--- src/rtl/instruction_fetch_unit_if.sv ---
// Fetch-unit bus bundle: pipeline control in, instruction memory handshake,
// and the IF/ID register contents presented to the decode stage.
interface instruction_fetch_unit_if;
  // pipeline control
  logic        stall;
  logic        branch_taken;
  logic [31:0] branch_target;
  // instruction memory handshake
  logic [31:0] imem_readdata;
  logic        imem_busywait;
  logic [31:0] imem_address;
  logic        imem_read;
  // IF/ID register and decoded fields
  logic [31:0] pc_if_id;
  logic [31:0] pc_plus4_if_id;
  logic [31:0] instruction_if_id;
  logic        valid_if_id;
  logic [6:0]  opcode;
  logic [2:0]  func3;
  logic [6:0]  func7;
  logic        fetch_busy;

  // the fetch unit itself
  modport slave (
    input  stall, branch_taken, branch_target, imem_readdata, imem_busywait,
    output imem_address, imem_read, pc_if_id, pc_plus4_if_id,
           instruction_if_id, valid_if_id, opcode, func3, func7, fetch_busy
  );

  // the surrounding pipeline / memory
  modport master (
    output stall, branch_taken, branch_target, imem_readdata, imem_busywait,
    input  imem_address, imem_read, pc_if_id, pc_plus4_if_id,
           instruction_if_id, valid_if_id, opcode, func3, func7, fetch_busy
  );
endinterface

--- src/rtl/instruction_fetch_unit.sv ---
// IF stage plus IF/ID pipeline register. Owns the PC, fetches over a
// READ/BUSYWAIT handshake, follows redirects from EX and holds on stalls.
//
// state     | meaning
// ----------+------------------------------------------------------------
// S_FETCH   | request outstanding at PC; completes when busywait is low
// S_DISCARD | redirected mid-fetch; drain abandoned request, then jump
// S_HOLD    | fetched word parked in hold buffer while decode is stalled
module instruction_fetch_unit #(
  parameter logic [31:0] RESET_PC  = 32'h0000_0000,
  parameter logic [31:0] NOP_INSTR = 32'h0000_0013
) (
  input  logic                       clk_i,
  input  logic                       rst_i,
  instruction_fetch_unit_if.slave    bus
);

  typedef enum logic [1:0] {
    S_FETCH   = 2'd0,
    S_DISCARD = 2'd1,
    S_HOLD    = 2'd2
  } state_t;

  state_t      state_q, state_d;
  logic [31:0] pc_q, pc_d;
  logic [31:0] redirect_q, redirect_d;
  logic [31:0] hold_instr_q, hold_instr_d;
  logic [31:0] hold_pc_q, hold_pc_d;
  logic [31:0] instr_q, instr_d;
  logic [31:0] pc_id_q, pc_id_d;
  logic        valid_q, valid_d;

  logic [31:0] target;
  logic [31:0] pc_plus4;

  // Redirect targets are always word aligned; the low bits are dropped.
  assign target   = bus.branch_target & 32'hFFFF_FFFC;
  assign pc_plus4 = pc_q + 32'd4;

  // State and IF/ID register update
  always_ff @(posedge clk_i or posedge rst_i) begin
    if (rst_i) begin
      state_q      <= S_FETCH;
      pc_q         <= RESET_PC;
      redirect_q   <= 32'h0;
      hold_instr_q <= 32'h0;
      hold_pc_q    <= 32'h0;
      instr_q      <= NOP_INSTR;
      pc_id_q      <= 32'h0;
      valid_q      <= 1'b0;
    end else begin
      state_q      <= state_d;
      pc_q         <= pc_d;
      redirect_q   <= redirect_d;
      hold_instr_q <= hold_instr_d;
      hold_pc_q    <= hold_pc_d;
      instr_q      <= instr_d;
      pc_id_q      <= pc_id_d;
      valid_q      <= valid_d;
    end
  end

  // Next-state and IF/ID next-value logic; branch beats stall everywhere
  always_comb begin
    state_d      = state_q;
    pc_d         = pc_q;
    redirect_d   = redirect_q;
    hold_instr_d = hold_instr_q;
    hold_pc_d    = hold_pc_q;
    instr_d      = instr_q;
    pc_id_d      = pc_id_q;
    valid_d      = valid_q;

    case (state_q)
      S_FETCH: begin
        if (!bus.imem_busywait) begin
          if (bus.branch_taken) begin
            pc_d    = target;
            instr_d = NOP_INSTR;
            valid_d = 1'b0;
          end else if (bus.stall) begin
            // Decode can't take the word yet: park it so it is neither
            // refetched nor lost, and move the PC past it.
            hold_instr_d = bus.imem_readdata;
            hold_pc_d    = pc_q;
            pc_d         = pc_plus4;
            state_d      = S_HOLD;
          end else begin
            instr_d = bus.imem_readdata;
            pc_id_d = pc_q;
            valid_d = 1'b1;
            pc_d    = pc_plus4;
          end
        end else begin
          if (bus.branch_taken) begin
            // The request at pc_q must run to completion before the
            // address may change, so remember where to go afterwards.
            redirect_d = target;
            instr_d    = NOP_INSTR;
            valid_d    = 1'b0;
            state_d    = S_DISCARD;
          end else if (!bus.stall) begin
            instr_d = NOP_INSTR;
            valid_d = 1'b0;
          end
        end
      end

      S_DISCARD: begin
        instr_d = NOP_INSTR;
        valid_d = 1'b0;
        if (bus.branch_taken) begin
          redirect_d = target;
        end
        if (!bus.imem_busywait) begin
          pc_d    = bus.branch_taken ? target : redirect_q;
          state_d = S_FETCH;
        end
      end

      S_HOLD: begin
        if (bus.branch_taken) begin
          pc_d         = target;
          instr_d      = NOP_INSTR;
          valid_d      = 1'b0;
          hold_instr_d = 32'h0;
          hold_pc_d    = 32'h0;
          state_d      = S_FETCH;
        end else if (!bus.stall) begin
          instr_d = hold_instr_q;
          pc_id_d = hold_pc_q;
          valid_d = 1'b1;
          state_d = S_FETCH;
        end
      end

      default: begin
        state_d = S_FETCH;
      end
    endcase
  end

  // pc_q stays on the outstanding request address throughout DISCARD,
  // so the fetch address is pc_q in every requesting state.
  assign bus.imem_address      = pc_q;
  assign bus.imem_read         = (state_q != S_HOLD) && !rst_i;
  assign bus.fetch_busy        = (state_q != S_HOLD) && bus.imem_busywait;

  assign bus.pc_if_id          = pc_id_q;
  assign bus.pc_plus4_if_id    = pc_id_q + 32'd4;
  assign bus.instruction_if_id = instr_q;
  assign bus.valid_if_id       = valid_q;
  assign bus.opcode            = instr_q[6:0];
  assign bus.func3             = instr_q[14:12];
  assign bus.func7             = instr_q[31:25];

endmodule

--- src/flat_wrapper.sv ---
// flat-port wrapper written by rule: the top's interface ports become plain ports
module instruction_fetch_unit_flat 
#(
  parameter logic [31:0] RESET_PC  = 32'h0000_0000,
  parameter logic [31:0] NOP_INSTR = 32'h0000_0013
)
  (clk_i, rst_i, bus_stall, bus_branch_taken, bus_branch_target, bus_imem_readdata, bus_imem_busywait, bus_imem_address, bus_imem_read, bus_pc_if_id, bus_pc_plus4_if_id, bus_instruction_if_id, bus_valid_if_id, bus_opcode, bus_func3, bus_func7, bus_fetch_busy);
  instruction_fetch_unit_if bus_i ();
  input  logic clk_i;
  input  logic rst_i;
  input wire logic [$bits(bus_i.stall)-1:0] bus_stall;
  input wire logic [$bits(bus_i.branch_taken)-1:0] bus_branch_taken;
  input wire logic [$bits(bus_i.branch_target)-1:0] bus_branch_target;
  input wire logic [$bits(bus_i.imem_readdata)-1:0] bus_imem_readdata;
  input wire logic [$bits(bus_i.imem_busywait)-1:0] bus_imem_busywait;
  output wire logic [$bits(bus_i.imem_address)-1:0] bus_imem_address;
  output wire logic [$bits(bus_i.imem_read)-1:0] bus_imem_read;
  output wire logic [$bits(bus_i.pc_if_id)-1:0] bus_pc_if_id;
  output wire logic [$bits(bus_i.pc_plus4_if_id)-1:0] bus_pc_plus4_if_id;
  output wire logic [$bits(bus_i.instruction_if_id)-1:0] bus_instruction_if_id;
  output wire logic [$bits(bus_i.valid_if_id)-1:0] bus_valid_if_id;
  output wire logic [$bits(bus_i.opcode)-1:0] bus_opcode;
  output wire logic [$bits(bus_i.func3)-1:0] bus_func3;
  output wire logic [$bits(bus_i.func7)-1:0] bus_func7;
  output wire logic [$bits(bus_i.fetch_busy)-1:0] bus_fetch_busy;
  assign bus_i.stall = bus_stall;
  assign bus_i.branch_taken = bus_branch_taken;
  assign bus_i.branch_target = bus_branch_target;
  assign bus_i.imem_readdata = bus_imem_readdata;
  assign bus_i.imem_busywait = bus_imem_busywait;
  assign bus_imem_address = bus_i.imem_address;
  assign bus_imem_read = bus_i.imem_read;
  assign bus_pc_if_id = bus_i.pc_if_id;
  assign bus_pc_plus4_if_id = bus_i.pc_plus4_if_id;
  assign bus_instruction_if_id = bus_i.instruction_if_id;
  assign bus_valid_if_id = bus_i.valid_if_id;
  assign bus_opcode = bus_i.opcode;
  assign bus_func3 = bus_i.func3;
  assign bus_func7 = bus_i.func7;
  assign bus_fetch_busy = bus_i.fetch_busy;
  instruction_fetch_unit #(.RESET_PC(RESET_PC), .NOP_INSTR(NOP_INSTR)) u_core (.clk_i(clk_i), .rst_i(rst_i), .bus(bus_i));
endmodule
--- config.mk ---
export PLATFORM = sky130hd
export DESIGN_NAME = instruction_fetch_unit_flat
export DESIGN_NICKNAME = d
export VERILOG_FILES = /design/src/rtl/instruction_fetch_unit_if.sv /design/src/rtl/instruction_fetch_unit.sv /design/src/flat_wrapper.sv
export SDC_FILE = /design/constraint.sdc
export NUM_CORES = 1
export LEC_CHECK = 0
export ABC_AREA = 1
export CORE_MARGIN = 1
export CORE_UTILIZATION = 52
export DETAILED_ROUTE_END_ITERATION = 7
export PLACE_DENSITY = 0.81
export SLEW_MARGIN = 5
export SYNTH_ARGS = -nofsm -noshare
export SYNTH_HDL_FRONTEND = slang
export SYNTH_SLANG_ARGS = --single-unit
export TNS_END_PERCENT = 5
--- constraint.sdc ---
create_clock -name clk_i -period 9.15 [get_ports clk_i]
set_input_delay 1.83 -clock clk_i [delete_from_list [all_inputs] [get_ports clk_i]]
set_output_delay 1.83 -clock clk_i [all_outputs]
set_load 0.01 [all_outputs]
==> metrics <==
input/output buffers 214; register area share after synthesis 46.6%; hold path depth 2; vias in the first global route between 9000 and 10000; Rows 51; FF-to-FF setup slack 5.91 ns; Worst Max-Slew Pin Slew 1.15 ns; Min-Delay Startpoint u_core.bus.instruction_if_id[9]; Pre-antenna DRT Iters 5; crit path kind in -> out; Die W 144 um; fill count 1635; area of placed instances between 0.01 and 0.015 mm^2; final setup violation count 0; max-cap viol count 0; period utilization around 54%; largest net degree at the start of global routing 119; H-tree depth 4; ANT nets after route 0; Final Hold Viols 0; Post-Syn Instances around 1400; initial antenna violation count 0; Routed WL 29000 um; synth unique cells 36; share of cells above drive strength 1 4.20%; PwrDens 328 mW/mm^2; r2r endpoint u_core.bus.imem_address[24]; Post-CTS Hold Buffers 0; Mean Syn Cell Area 7.73 um^2; Reg clk slew, reported paths 0.08 ns; routed length per instance 16.2 um; RSZ-0062 raised after global routing false; status finished clean; LEAKAGE 0.00599 uW; fin crit period 4.97 ns; R2R cell count 11; layout overhead on the synthesized area 26.3%; nets 1586; final instance area approximately 0.013 mm^2; Worst VDD drop 175 uV; RR Startpoint u_core.state_q[0]; post_cts resized 0; Via density 5.56; Sum Neg Setup Slack 0 ns; Seq. cell area between 0.004 and 0.005 mm^2; Post-Syn Area 0.0105 mm^2; Starting Density 53.5%; Setup Skew 0.0138 ns; Worst-Skew Late Latency 0.44 ns; Placer Congestion 0.991; dpl hpwl 19500 um; postcts setup bufs 0; WP data required 7.32 ns; detailed-route via count 9955; ys async rst share 100%; DR iter-0 viols 903; number of I/O pins 217; CTS root buf clkbuf_16; GRT Overall Usage 28.6%; CTS max path bufs 2; first-pass GRT wire length 46300 um; DRC Markers 0; Worst Hold Class reg -> reg; total clock sinks 195; ant diodes 0; flops & latches, synth between 150 and 200; multi-input combinational cell area 0.00451 mm^2; die area around 0.021 mm^2; Worst EP arrival 3.14 ns; Post-synth top flop dfrtp_1; EDFF count, synth 0; Worst Hold Path EP u_core.bus.instruction_if_id[9]; CTS tree yes; CORE AREA 0.0196 mm^2; crit path capture type output port; Mapped Nets around 1400; Worst slew margin between 20% and 30%; CP Launch Type primary input; Die H 144 um; Slew Viols, Final 0; FMAX 0.201 GHz; critical-path maximum fanout 5; GR Overflow Total 0; cts bufs inserted 17; Synth Warn # 0
cell families after synthesis:
family	count (synthesis)	synth area share (%)
AND/OR/NAND/NOR	508	19.5
AO/OA/AOI/OAI	347	19.7
buffers and inverters	264	10.5
flip-flops	195	46.6
XOR/XNOR	34	2.84
adder cells (fa/ha/maj)	6	0.716
multiplexers	2	0.191
worst max-delay path by stage:
stage                            endpoint                   start
6_report                   bus_fetch_busy       bus_imem_busywait
5_1_grt            bus_pc_plus4_if_id[26]  u_core.bus.pc_if_id[3]
4_1_cts                    bus_fetch_busy       bus_imem_busywait
3_5_place_dp               bus_fetch_busy       bus_imem_busywait
3_3_place_gp               bus_fetch_busy       bus_imem_busywait
2_1_floorplan  u_core.bus.imem_address[0]                   rst_i
through the flow:
stage | total power, uW | worst slack, ns | instances | hold WS [ns] | utilization, %
final | 4340 | 4.18 | 1789 | 0.494 | 67.6
after global routing | 4650 | 4.08 | 1789 | 0.499 | 67.6
after detailed placement | 3540 | 4.20 | 1757 | 0.477 | 64.4
after CTS | 4330 | 4.20 | 1789 | 0.495 | 67.6
after global placement | 3480 | 4.20 | 1757 | 0.464 | 64.4
after floorplan | 2640 | 2.01 | 1356 | 0.451 | -
layout by cell type (no fill, tap or decap), drive strengths merged:
master and count:
a22oi 8, dfstp 3, nor4 2, nand3 38, a2111oi 1, inv 181
bufinv 1, ha 6, dfrtp 192, a32oi 2, buf 12, o21a 7
o22ai 23, a211oi 1, a21oi 46, xor2 34, nand4 12, and2 1
o221ai 24, o21ai 199, nor3 15, clkdlybuf4s50 213, a221oi 28, a21boi 2
mux2i 2, nand2 340, clkinv 8, o211ai 6, nor2 100, clkbuf 17
synthesized netlist by cell type (2+ instances only):
master | n | area, um^2
a22oi_1 | 8 | 60.1
nand2_1 | 340 | 1280
xor2_1 | 34 | 298
clkbuf_1 | 42 | 158
o211ai_1 | 6 | 45.0
dfstp_2 | 3 | 78.8
buf_2 | 20 | 100
dfrtp_1 | 192 | 4800
a21boi_0 | 2 | 15.0
a221oi_1 | 28 | 245
ha_1 | 6 | 75.1
o221ai_1 | 24 | 210
o22ai_1 | 23 | 144
nor4_1 | 2 | 12.5
nor2_4 | 4 | 45.0
a21oi_2 | 2 | 17.5
inv_2 | 4 | 15.0
a21oi_1 | 44 | 220
o21ai_1 | 8 | 40.0
mux2i_1 | 2 | 20.0
a32oi_1 | 2 | 17.5
o21a_1 | 7 | 52.6
nand4_1 | 12 | 75.1
buf_4 | 21 | 158
nand3_1 | 38 | 190
nor3_1 | 15 | 75.1
nor2_1 | 95 | 357
buf_1 | 5 | 18.8
o21ai_0 | 190 | 951
inv_1 | 171 | 642
state kept, by name, indices dropped and copies added, names as in the netlist:
| register | flops |
|---|---|
| u_core.bus.valid_if_id | 1 |
| u_core.state_q | 2 |
| u_core.bus.imem_address | 32 |
| u_core.bus.pc_if_id | 32 |
| u_core.bus.instruction_if_id | 32 |
| u_core.redirect_q | 32 |
| u_core.hold_pc_q | 32 |
| u_core.hold_instr_q | 32 |
power by group:
| part | internal [uW] | switching (uW) | leakage, uW |
|---|---|---|---|
| Sequential | 1230 | 316 | 0.00246 |
| Clock | 399 | 381 | 0.000305 |
| Combinational | 888 | 1130 | 0.00322 |
| Total | 2520 | 1820 | 0.00599 |
metal layers:
metal	share of wire (%)	GRT usage (%)
met1	46	42.4
met2	46	43.6
met3	6.7	3.81
met4	1.3	8.34
met5	0	0
worst max-delay path, cell delays in order:
cell and delay, ns:
clkdlybuf4s50_1 0.56, inv_1 0.08, nor2_1 0.09, clkdlybuf4s50_1 0.57
final cells by class:
class,count,share of cell area (%)
Tap cell,265,2.50
Multi-Input combinational cell,897,34.1
Inverter,175,5.02
Timing Repair Buffer,225,16.8
Clock inverter,15,1.55
Sequential cell,195,36.9
Clock buffer,17,3.21
No activity file was read; power rests on OpenSTA's default activity.
